**config.mk**
```make
export PLATFORM = sky130hd
export DESIGN_NAME = bcd_digit_pair_collector
export DESIGN_NICKNAME = d
export VERILOG_FILES = /design/src/rtl/bcd_digit_pair_collector.sv
export SDC_FILE = /design/constraint.sdc
export NUM_CORES = 1
export LEC_CHECK = 0
export ABC_CLOCK_PERIOD_IN_PS = 1600
export BUFFER_PORTS_ARGS = -buffer_cell sky130_fd_sc_hd__buf_2
export CORE_AREA = 2 2 39 41
export CTS_CLUSTER_SIZE = 30
export DETAILED_ROUTE_END_ITERATION = 7
export DIE_AREA = 0 0 41 43
export HOLD_SLACK_MARGIN = 0.02
export PLACE_DENSITY = 0.63
export SLEW_MARGIN = 20
export SYNTH_ARGS = -nofsm -noshare
export SYNTH_HDL_FRONTEND = slang
export SYNTH_SLANG_ARGS = --single-unit
```
**constraint.sdc**
```tcl
create_clock -name i_clk -period 1.6 [get_ports i_clk]
set_clock_uncertainty 0.2 [all_clocks]
set_input_delay 0.24 -clock i_clk [delete_from_list [all_inputs] [get_ports i_clk]]
set_output_delay 0.24 -clock i_clk [all_outputs]
set_load 0.05 [all_outputs]
```
**src/rtl/bcd_digit_pair_collector.sv**
```systemverilog
// -----------------------------------------------------------------------------
// bcd_digit_pair_collector
//
// Collects two BCD digits (tens first, then units) from a valid/ready digit
// stream. It presents them as a single pair to a downstream BCD-to-binary
// stage through a valid/ready handshake. The block buffers one pair only: while
// a pair is presented, no new digit is accepted.
//
// Optional feature (macro BCD_PAIR_TIMEOUT_EN):
//   When the macro is defined, a tens digit is abandoned if no units digit
//   arrives within TIMEOUT_CYCLES cycles. The abandonment is reported on
//   o_timeout. When the macro is undefined, there is no counter,
//   o_timeout is tied low, and the block waits for the units digit forever.
//
// Parameters:
//   TIMEOUT_CYCLES  cycles allowed in TENS without a units digit (2..255)
//
// Ports:
//   i_clk          clock, rising edge
//   i_rst_n        asynchronous active-low reset
//   i_digit        incoming BCD digit, tens digit first
//   i_digit_valid  i_digit valid this cycle
//   o_digit_ready  block accepts a digit this cycle (low while a pair is held)
//   i_clear        synchronous abort, highest priority
//   o_D1 / o_D0    tens / units digit of the presented pair
//   o_pair_valid   o_D1/o_D0 hold a complete pair
//   i_pair_ready   downstream consumes the pair
//   o_err          one-cycle pulse: a digit in 10..15 was rejected
//   o_timeout      one-cycle pulse: partial pair dropped by timeout
// -----------------------------------------------------------------------------
module bcd_digit_pair_collector #(
  parameter int TIMEOUT_CYCLES = 16
) (
  input  logic       i_clk,
  input  logic       i_rst_n,
  input  logic [3:0] i_digit,
  input  logic       i_digit_valid,
  output logic       o_digit_ready,
  input  logic       i_clear,
  output logic [3:0] o_D1,
  output logic [3:0] o_D0,
  output logic       o_pair_valid,
  input  logic       i_pair_ready,
  output logic       o_err,
  output logic       o_timeout
);

  if (TIMEOUT_CYCLES < 2 || TIMEOUT_CYCLES > 255) begin : g_bad_timeout
    $error("TIMEOUT_CYCLES must be in 2..255");
  end

  localparam logic [1:0] ST_IDLE = 2'd0;  // awaiting tens digit
  localparam logic [1:0] ST_TENS = 2'd1;  // tens held, awaiting units digit
  localparam logic [1:0] ST_FULL = 2'd2;  // pair presented downstream

  logic [1:0] state;
  logic [1:0] state_nxt;
  logic       xfer;      // handshake on the digit port
  logic       accept;    // handshake with a legal BCD digit, not aborted
  logic       reject;    // handshake with an illegal digit, not aborted
  logic       expire;    // tens digit abandoned this cycle

  // The flags are decoded directly from the state register. This keeps
  // them glitch-free and clears them asynchronously with the state.
  assign o_digit_ready = (state != ST_FULL);
  assign o_pair_valid  = (state == ST_FULL);

  assign xfer   = i_digit_valid && o_digit_ready;
  assign accept = xfer && (i_digit <= 4'd9) && !i_clear;
  assign reject = xfer && (i_digit >  4'd9) && !i_clear;

`ifdef BCD_PAIR_TIMEOUT_EN
  logic [7:0] idle_cnt;

  // The last permitted cycle is the expiry cycle. A units digit that arrives
  // in that cycle still wins over the timeout.
  assign expire = (state == ST_TENS) && !accept && !i_clear &&
                  (idle_cnt == 8'(TIMEOUT_CYCLES - 1));

  // The counter is zero everywhere except while waiting in TENS.
  // Because of this, every entry to TENS starts a fresh count.
  always_ff @(posedge i_clk or negedge i_rst_n) begin
    if (!i_rst_n) begin
      idle_cnt <= '0;
    end else if (state == ST_TENS && !accept && !expire && !i_clear) begin
      idle_cnt <= idle_cnt + 8'd1;
    end else begin
      idle_cnt <= '0;
    end
  end
`else
  assign expire = 1'b0;
`endif

  // NOTE: every signal of an always_comb gets a default first. If the
  // default is missing, a path with no assignment infers a latch.
  always_comb begin
    state_nxt = state;
    if (i_clear) begin
      state_nxt = ST_IDLE;
    end else begin
      case (state)
        ST_IDLE: if (accept) state_nxt = ST_TENS;
        ST_TENS: begin
          if (accept)      state_nxt = ST_FULL;
          else if (expire) state_nxt = ST_IDLE;
        end
        ST_FULL: if (i_pair_ready) state_nxt = ST_IDLE;
        default: state_nxt = ST_IDLE;
      endcase
    end
  end

  // NOTE: sequential state uses non-blocking assignments only. As a result,
  // all registers update together from the values that existed before the edge.
  always_ff @(posedge i_clk or negedge i_rst_n) begin
    if (!i_rst_n) begin
      state     <= ST_IDLE;
      o_D1      <= 4'd0;
      o_D0      <= 4'd0;
      o_err     <= 1'b0;
      o_timeout <= 1'b0;
    end else begin
      state     <= state_nxt;
      o_err     <= reject;
      o_timeout <= expire;
      // The digit registers keep their last value outside FULL.
      // Only o_pair_valid qualifies them.
      if (accept && state == ST_IDLE) o_D1 <= i_digit;
      if (accept && state == ST_TENS) o_D0 <= i_digit;
    end
  end

endmodule

```
# [After elaboration in Yosys (flattened, before gate mapping)]
# Index checks and enable logic that the tools add are counted.
[totals] n_memories=0 elab_cells=27 ram_bits=0 mem_bits_ro=0 regBits=11 latchBits=0 output_inout_bits=12 input_bits=9
[classes] n_mul=0 n_mux=5 n_shift=0 eq_ne=6 reduce_logical=10 n_addsub=0 magnitude_cmp=2 n_div=0 bitwise=0
[op_table] op="2-bit two-way mux" count=4
[op_table] op="1-bit logical AND" count=7
[op_table] op="3-bit inequality test (second input constant)" count=2
[op_table] op="2-bit one-hot mux with 3 select lines" count=1
[op_table] op="4-bit > comparator (second input constant)" count=1
[op_table] op="4-bit <= comparator (second input constant)" count=1
[op_table] op="3-bit by 2-bit inequality test with 1-bit output (second input constant)" count=1
[op_table] op="3-bit AND reduction" count=1
[op_table] op="2-bit by 1-bit equality test with 1-bit output (second input constant)" count=1
[op_table] op="2-bit equality test (second input constant)" count=1
[op_table] op="2-bit zero test" count=1
[op_table] op="2-bit inequality test (second input constant)" count=1
[op_table] op="1-bit zero test" count=1

# [Longest topological paths before layout]
# Gate-level depths: netlist (run 1).
[logic_depth] depth_word=7 mapped_depth=3 mapped_depth_nobuf=3

# [Least setup slack after synthesis (run 1)]
# No wires, ideal clock.
[synth_path] path_kind="register -> register" from="reg state[0]" to="reg o_err" setup_slack_ns=-0.234 n_path_buf=0 required_time_ns=1.294 stages_incl_launch_ff=4 setup_ns=0.106 arrival_time_ns=1.528 synth_period_minus_slack_ns=1.834 cell_sequence="dfrtp_1 nand2b_1 inv_1 nor4b_1"
[synth_between] elab_chain_cells=4
[synth_rtl] element="from (decl)" line="56" rtl="logic [1:0] state;"
[synth_rtl] element="from (signal assigned)" line="124" rtl="state <= state_nxt;"
[synth_rtl] element="2-bit inequality test" line="65" rtl="assign o_digit_ready = (state != ST_FULL);"
[synth_rtl] element="named net o_digit_ready" line="38" rtl="output logic o_digit_ready,"
[synth_rtl] element="1-bit logical AND" line="68" rtl="assign xfer = i_digit_valid && o_digit_ready;"
[synth_rtl] element="1-bit logical AND (2 in a row)" line="70" rtl="assign reject = xfer && (i_digit > 4'd9) && !i_clear;"
[synth_rtl] element="named net reject" line="60" rtl="logic reject;"
[synth_rtl] element="to (signal assigned)" line="125" rtl="o_err <= reject;"
[synth_rtl] element="to (decl)" line="44" rtl="output logic o_err,"
# The timed path passes the listed nets, and every way through them passes these cells.
# A chain may end at the register's enable or synchronous reset.

# [Worst setup path after layout (run 1)]
[layout_path] from="reg state[0]" to="out o_pair_valid"
[layout_between] elab_chain_cells=1
[layout_rtl] element="2-bit equality test" line="66" rtl="assign o_pair_valid = (state == ST_FULL);"
[layout_rtl] element="to (decl)" line="42" rtl="output logic o_pair_valid,"
# Every way passes these cells.

==> results of run 1 <==
-- cell usage in the layout (no fill, tap or decap), drive strengths merged --
master / Yosys / layout
nand2b: 1 / 1
dlygate4sd3: 0 / 4
dfrtp: 11 / 11
inv: 1 / 1
nor4b: 1 / 1
conb: 1 / 1
nand4b: 1 / 1
nand2: 2 / 2
clkbuf: 0 / 4
buf: 1 / 19
mux2: 8 / 8
and4bb: 1 / 1
o31ai: 1 / 1
o21ai: 2 / 2
nor2: 1 / 1
and2: 1 / 1
-- layout make-up --
cell class / count / area (um^2)
Clock buffer: 4 / 26.3
Timing Repair Buffer: 23 / 141
Tap cell: 16 / 20.0
Multi-Input combinational cell: 20 / 211
Fill cell: 142 / 706
Inverter: 1 / 3.75
Sequential cell: 11 / 275
-- worst paths after layout --
kind / start / to / cells after the start
max: state[0]$_DFFE_PN0P_ / o_pair_valid / 3
min: i_digit[3] / o_D1[3]$_DFFE_PN0P_ / 2
max reg2reg: state[1]$_DFFE_PN0P_ / o_D0[2]$_DFFE_PN0P_ / 3
min reg2reg: o_D1[2]$_DFFE_PN0P_ / o_D1[2]$_DFFE_PN0P_ / 1
max in group asynchronous: i_rst_n / state[0]$_DFFE_PN0P_ / 2
min in group asynchronous: i_rst_n / o_D0[0]$_DFFE_PN0P_ / 2
-- worst register-to-register path, cell delays in order, from the launching register on --
cell and delay [ns]:
dfrtp_1 0.40, and4bb_1 0.27, nand2_2 0.13, mux2_4 0.33
-- power by group through the flow --
stage | Combinational [mW] | Clock [mW] | Sequential, mW
3_5_place_dp | 0.418 | 0 | 0.380
5_1_grt | 0.443 | 0.216 | 0.382
4_1_cts | 0.427 | 0.198 | 0.374
6_report | 0.424 | 0.187 | 0.373
2_1_floorplan | 0.0993 | 0 | 0.596
3_3_place_gp | 0.412 | 0 | 0.379
-- timing repair --
item / CTS / global route
endpoints found under the hold margin: 15 / 0
setup endpoints to repair: 1 / 1
gates resized for setup: 1 / 2
hold buffers: 4 / 0
pin swaps: 0 / 0
-- registers in the layout (all words and copies together), names as in the netlist --
register  count
o_D1          4
o_D0          4
state         2
o_err         1
-- logic make-up (layout without fill, tap and decap cells) --
logic type      Yosys count  in the layout  synth area share [%]
mux                       8              8                  21.2
simple gates              8              8                  14.4
other cells               1              1                 0.757
buf+inv                   2             28                  2.27
flops                    11             11                  55.6
compound gates            3              3                  5.81
-- metrics by stage --
stage               util [%]  setup slack, ns
finish                  49.0           0.0681
floorplan                  -           0.0341
global placement        43.8            0.168
detailed placement      43.8            0.157
global route            49.0          0.00635
CTS                     48.7          0.00844
-- metal layers --
layer	vias to the layer above	routed length (um)	part of all wire, %
met2	16	482	48
li1	167	-	-
met4	0	9	0.90
met3	2	75	7.5
met5	-	0	0
met1	186	437	44
==> run_results.csv, run 1 <==
group,metric,value,unit
grt,gr-total-overflow,0,
final_layout,finalNetCount,69,
yosys,synth_edf_count,0,
cts,cts_made_buffers,3,
floorplan,ios,21,
yosys,synth_common_cells,"11 x dfrtp_1, 4 x mux2_1, 4 x mux2_4",
yosys,syn_nets,42,
yosys,yosys.area.top_type_share,55.6,%
place,dp.final_hpwl,735,um
yosys,ys_warn_count,0,
floorplan,fp-row-count,14,
drt,routed_via_density,4.95,
drt,wl_per_cell,13.4,um
power,seqPwrFrac,38.0,%
place,gp_congestion,0.650,
worst_setup_path,cp_slowest_stage_delay,0.40,ns
grt,grt_util_all_layers,14.2,%
cts,cts_root_buf,"clkbuf_4",
yosys,synth_area_leader_cell,"dfrtp_1",
drt,ant_nets,0,
yosys,seq_area_frac_synth,55.6,%
worst_setup_path,crit_type,"reg -> out",
timing,setup_tns,0,ns
place,dpl_cell_area,606,um^2
drt,drtPass1Iterations,5,
worst_setup_path,start_kind,"register",
place,port_buffers,19,
grt,top_usage_layer,"met2",
yosys,synth-main-ff-cell,"dfrtp_1",
timing,hold_viol,0,
floorplan,die_h,43,um
timing,whs,0.0470,ns
grt,grt_use_met3,4.71,%
floorplan,die_area,1760,um^2
job,drv_cap,0,
power,p_int,564,uW
min_path,hp-class,"in -> reg",
yosys,synth_area,495,um^2
worst_setup_path,arrival,1.09,ns
worst_setup_path,rrSetupSlack,0.15,ns
grt,grt_pass1_vias,399,
yosys,avgSynthCellArea,15.0,um^2
power,pwr-share-clk,19.0,%
grt,use_met1,16.5,%
power,p_total,984,uW
floorplan,die_w,41,um
yosys,async_flop_share,100,%
power,p_comb_share,43.0,%
worst_setup_path,path_cells,"nand2b_2 -> inv_2 -> buf_6",
worst_setup_path,path_delay_family,"flip-flops",
cts,clkTransAtPathRegs,0.07,ns
yosys,synth_most_common_cell,"dfrtp_1",
timing,slew_violations,0,
floorplan,start_util,35.8,%
timing,fin_crit_sh,95.7,%
drt,drcViolationCount,0,
final_layout,finalInstanceArea,678,um^2
worst_setup_path,path_buf_inv,2,
worst_setup_path,end_kind,"output port",
power,leakage,0.350,nW
yosys,synthTopCellsByArea,"dfrtp_1 56%, mux2_4 12%, mux2_1 9.1%",
grt,use_met2,21.6,%
drt,routed_wl,1000,um
cts,clock_sinks,11,
cts,clk_latency,0.26,ns
worst_setup_path,cpMaxStageDelayCell,"dfrtp_1",
power,swShare,42.7,%
power,pwr_density_cell,1450,nW/um^2
final_layout,num_antenna_cells,0,
final_layout,area_growth_syn_to_layout,36.9,%
yosys,ys_types,17,
cts,cts_setup_buffers,0,
drt,vias,371,
run_status,outcome,"complete, no violations",
cts,clk_path_buf_depth,2,
power,p_sw,420,uW
place,dpl.cell_count,67,
final_layout,drive_above_1_share,52.5,%
cts,cts-htree-levels,1,
yosys,yosys_register_bits,11,
grt,antenna_found_initial,0,
timing,setup_viol,0,
floorplan,core,1380,um^2
yosys,syn_inst,33,
worst_setup_path,cp.required,1.16,ns
drt,drtIter0Drc,7,
worst_setup_path,cp_max_fo,4,
power,peakVddDrop,0.451,mV
timing,period_needed,1.53,ns
timing,rsz0062_at_grt,"false",
grt,grt_max_degree,12,
cts,cts_tree,"done",
timing,max_freq,653,MHz
grt,grt_pass1_wl,1620,um
final_layout,stdcell_count,75,
(Power assumes the default switching activity.)
==> run 2: changes to the inputs <==
- PLACE_DENSITY: 0.63 -> 0.74
- SETUP_SLACK_MARGIN: default -> 0.02
==> run_results.csv, run 2 (same netlist as run 1, synthesis figures left out) <==
group,metric,value,unit
worst_setup_path,cp.required,1.16,ns
worst_setup_path,path_buf_inv,2,
cts,cts-htree-levels,1,
drt,routed_wl,1020,um
cts,clk_latency,0.27,ns
timing,period_needed,1.53,ns
drt,top_layer_used,"met4",
timing,setup_tns,0,ns
cts,clock_sinks,11,
worst_setup_path,cp_slowest_stage_delay,0.39,ns
final_layout,top_regs,"o_D0 x4, o_D1 x4, state x2",
cts,cts_tree,"done",
grt,grt_pass1_wl,1500,um
final_layout,drive_above_1_share,53.3,%
worst_setup_path,cp_max_fo,3,
final_layout,area_growth_syn_to_layout,38.4,%
power,pwr_density_cell,1440,nW/um^2
grt,grt_pass1_vias,346,
timing,fin_crit_sh,95.7,%
power,p_comb_share,43.2,%
worst_setup_path,ff2ff_path_depth,4,
worst_setup_path,crit_type,"reg -> out",
cts,cts_made_buffers,3,
place,dp.final_hpwl,720,um
power,p_sw,422,uW
place,gp_congestion,0.692,
final_layout,fin_util,49.5,%
worst_setup_path,start_kind,"register",
power,pwr-share-clk,19.1,%
timing,max_freq,653,MHz
power,leakage,0.355,nW
power,swShare,42.7,%
worst_setup_path,cpMaxStageDelayCell,"dfrtp_1",
drt,dr_wl_met3,74,um
drt,vias,363,
timing,slew_violations,0,
final_layout,stdcell_count,76,
drt,drtIter0Drc,12,
grt,grt_max_degree,12,
place,port_buffers,19,
power,peakVddDrop,0.535,mV
timing,rsz0062_at_grt,"false",
worst_setup_path,cp.depth,3,
cts,cts_root_buf,"clkbuf_4",
final_layout,layout_commonest_cell,"buf_2",
drt,drcViolationCount,0,
drt,ant_nets,0,
floorplan,die_w,41,um
min_path,hold_depth,2,
job,drv_cap,0,
final_layout,num_antenna_cells,0,
cts,clkTransAtPathRegs,0.07,ns
cts,clk_path_buf_depth,2,
drt,wl_met2,513,um
worst_setup_path,path_cells,"nand2b_2 -> inv_2 -> buf_6",
timing,setup_viol,0,
place,dpl.cell_count,67,
power,seqPwrFrac,37.7,%
drt,wl_per_cell,13.4,um
final_layout,layout_common_cells,"18 x buf_2, 11 x dfrtp_1, 4 x mux2_1, 4 x mux2_4, 4 x dlygate4sd3_1",
timing,hold_viol,0,
floorplan,ios,21,
min_path,hp-class,"in -> reg",
floorplan,die_h,43,um
drt,routed_via_density,4.78,
grt,antenna_found_initial,0,
floorplan,core,1380,um^2
worst_setup_path,path_delay_family,"flip-flops",
worst_setup_path,end_kind,"output port",
grt,gr-total-overflow,0,
drt,drtPass1Iterations,5,
final_layout,finalNetCount,70,
power,p_int,567,uW
grt,grt_util_all_layers,14.0,%
drt,drt-met1-wl,407,um
floorplan,fp-row-count,14,
run_status,outcome,"complete, no violations",
floorplan,die_area,1760,um^2
worst_setup_path,arrival,1.09,ns
floorplan,start_util,35.8,%
-- run 2: cell count changes in the layout (fill, tap and decap cells not counted) --
| cell | previous run | this run |
|---|---|---|
| buf_4 | 0 | 1 |
-- run 2: through the flow --
step	setup slack (ns)	hold WS [ns]	cell area [um^2]	power (mW)
2_1_floorplan	0.0341	-0.256	498	0.695
3_3_place_gp	0.177	-0.0815	606	0.789
3_5_place_dp	0.120	-0.0793	606	0.797
4_1_cts	0.0344	0.0436	678	0.998
5_1_grt	0.0182	0.0520	686	1.05
6_report	0.0680	0.0468	686	0.989
-- run 2: power groups by stage --
| stage | Sequential [mW] | Combinational (mW) | Clock (mW) |
|---|---|---|---|
| after floorplan | 0.596 | 0.0993 | 0 |
| after global placement | 0.378 | 0.411 | 0 |
| after detailed placement | 0.380 | 0.417 | 0 |
| after CTS | 0.375 | 0.428 | 0.195 |
| after global routing | 0.383 | 0.448 | 0.219 |
| final | 0.373 | 0.428 | 0.189 |
-- run 2: area by class of cell --
cell class / count / area [um^2]
tap: 16 / 20.0
inverter: 1 / 3.75
fill: 126 / 698
timing repair buffer: 24 / 149
multi-input combinational: 20 / 211
clock buffer: 4 / 26.3
sequential: 11 / 275
-- run 2: layer usage --
metal,track usage (%),vias up
met4,10.0,0
li1,-,170
met5,0,-
met3,7.85,6
met2,20.6,17
met1,14.0,170
-- run 2: what timing repair did --
item | CTS | global route
setup buffers | 0 | 1
resized for setup | 2 | 1
hold endpoints to repair | 15 | 0
endpoints found under the setup margin | 1 | 2
hold buffers | 4 | 0
-- run 2: final timing paths --
path	start	endpoint	slack, ns
max	state[0]$_DFFE_PN0P_	o_pair_valid	0.07
min	i_digit[3]	o_D1[3]$_DFFE_PN0P_	0.05
max reg2reg	state[0]$_DFFE_PN0P_	o_D0[0]$_DFFE_PN0P_	0.07
min reg2reg	o_D1[3]$_DFFE_PN0P_	o_D1[3]$_DFFE_PN0P_	0.29
max in group asynchronous	i_rst_n	state[0]$_DFFE_PN0P_	0.83
min in group asynchronous	i_rst_n	o_D0[2]$_DFFE_PN0P_	0.17
==> run 3: changes to the inputs <==
- CELL_PAD_IN_SITES_DETAIL_PLACEMENT: default -> 1
- CELL_PAD_IN_SITES_GLOBAL_PLACEMENT: default -> 2
- CORE_AREA: 2 2 39 41 -> default
- CORE_UTILIZATION: default -> 28
- DIE_AREA: 0 0 41 43 -> default
- PLACE_DENSITY: 0.74 -> 0.82
==> run_results.csv, run 3 (same netlist as run 1, synthesis figures left out) <==
group,metric,value,unit
drt,routed_via_density,4.53,
timing,fin_crit_sh,95.8,%
grt,grt_max_degree,12,
final_layout,finalInstanceArea,693,um^2
timing,rsz0062_at_grt,"false",
cts,clkTransAtPathRegs,0.07,ns
drt,wl_met2,547,um
place,gp_congestion,0.680,
power,pwr-share-clk,18.6,%
power,p_sw,418,uW
final_layout,num_antenna_cells,0,
cts,cts-htree-levels,1,
final_layout,top_regs,"o_D0 x4, o_D1 x4, state x2",
cts,cts_root_buf,"clkbuf_4",
cts,clk_path_buf_depth,2,
worst_setup_path,end_kind,"output port",
drt,top_layer_used,"met3",
power,p_comb_share,43.5,%
final_layout,stdcell_count,77,
cts,clock_sinks,11,
worst_setup_path,path_delay_family,"flip-flops",
cts,cts_made_buffers,3,
grt,antenna_found_initial,0,
drt,drt-met1-wl,442,um
power,seqPwrFrac,37.9,%
drt,vias,349,
worst_setup_path,critPathLaunch,"state[0]$_DFFE_PN0P_",
power,p_int,569,uW
drt,wl_per_cell,13.5,um
floorplan,ios,21,
floorplan,core,1580,um^2
timing,period_needed,1.53,ns
final_layout,fin_util,44.0,%
job,drv_cap,0,
worst_setup_path,crit_type,"reg -> out",
worst_setup_path,r2r_start,"state[1]$_DFFE_PN0P_",
min_path,min_from,"i_digit[3]",
worst_setup_path,start_kind,"register",
cts,cts_tree,"done",
timing,max_freq,653,MHz
power,pwr_density_cell,1420,nW/um^2
floorplan,die_w,44.1,um
drt,drtIter0Drc,3,
worst_setup_path,cpMaxStageDelayCell,"dfrtp_1",
worst_setup_path,cp.required,1.16,ns
worst_setup_path,cp_max_fo,4,
drt,ant_nets,0,
drt,routed_wl,1040,um
floorplan,die_h,44.1,um
timing,setup_tns,0,ns
drt,drtPass1Iterations,5,
final_layout,area_growth_syn_to_layout,39.9,%
run_status,outcome,"complete, no violations",
place,port_buffers,19,
power,swShare,42.3,%
place,dpl_cell_area,606,um^2
floorplan,die_area,1940,um^2
floorplan,fp-row-count,14,
final_layout,drive_above_1_share,54.1,%
grt,gr-total-overflow,0,
worst_setup_path,path_buf_inv,1,
drt,drcViolationCount,0,
floorplan,start_util,31.4,%
power,leakage,0.360,nW
worst_setup_path,cp_slowest_stage_delay,0.40,ns
cts,clk_latency,0.26,ns
place,dp_slack,0.141,ns
grt,grt_pass1_wl,1820,um
place,dpl.cell_count,67,
final_layout,layout_common_cells,"18 x buf_2, 11 x dfrtp_1, 4 x mux2_1, 4 x mux2_4, 4 x dlygate4sd3_1",
timing,setup_viol,0,
drt,dr_wl_met3,52,um
power,peakVddDrop,0.516,mV
final_layout,finalNetCount,71,
timing,hold_viol,0,
grt,grt_pass1_vias,368,
timing,slew_violations,0,
final_layout,layout_commonest_cell,"buf_2",
grt,grt_util_all_layers,13.6,%
worst_setup_path,path_cells,"nand2b_2 -> buf_2",
min_path,hp-class,"in -> reg",
worst_setup_path,arrival,1.09,ns
timing,finalWorstSetupSlack,0.0679,ns
place,dp.final_hpwl,771,um
[run 3: worst paths after layout]
check / endpoint / cells past startpoint / slack, ns
max: o_digit_ready / 2 / 0.07
min: o_D1[3]$_DFFE_PN0P_ / 2 / 0.06
max reg2reg: o_D1[1]$_DFFE_PN0P_ / 3 / 0.14
min reg2reg: o_D1[2]$_DFFE_PN0P_ / 1 / 0.29
max in group asynchronous: o_D0[2]$_DFFE_PN0P_ / 2 / 0.83
min in group asynchronous: o_err$_DFF_PN0_ / 2 / 0.17
[run 3: timing repair]
action,4_1_cts,5_1_grt
hold buffers,4,0
endpoints found under the hold margin,15,0
resized for setup,2,1
endpoints found under the setup margin,1,1
setup buffers,0,2
pin swaps,0,0
[run 3: worst reg2reg max path, delay by kind of cell (launching register included)]
kind	cells	cell delay [ns]
DFF	1	0.40
muxes	1	0.34
and+or+nand+nor	2	0.41
[run 3: metal layers]
metal / track usage (%) / vias to the layer above
met1: 15.4 / 166
li1: - / 173
met4: 5.45 / 0
met5: 0 / -
met2: 22.4 / 10
met3: 6.12 / 0
[run 3: final cells by class]
| class | instances | area, um^2 |
|---|---|---|
| multi-input cells | 20 | 211 |
| well taps | 16 | 20.0 |
| repair buffers | 25 | 156 |
| flip-flops and latches | 11 | 275 |
| clock buffers | 4 | 26.3 |
| fillers | 179 | 883 |
| inverters | 1 | 3.75 |
[run 3: power groups by stage]
stage          Clock [mW]  Sequential, mW  Combinational [mW]
6_report            0.184           0.374               0.429
5_1_grt             0.204           0.383               0.453
4_1_cts             0.199           0.375               0.427
3_5_place_dp            0           0.381               0.417
3_3_place_gp            0           0.378               0.412
2_1_floorplan           0           0.596              0.0993
[run 3: per-stage QoR]
| step | hold slack (ns) | power, mW |
|---|---|---|
| global placement | -0.0770 | 0.789 |
| global route | 0.0484 | 1.04 |
| detailed placement | -0.0761 | 0.798 |
| floorplan | -0.256 | 0.695 |
| CTS | 0.0472 | 1.00 |
| finish | 0.0582 | 0.987 |
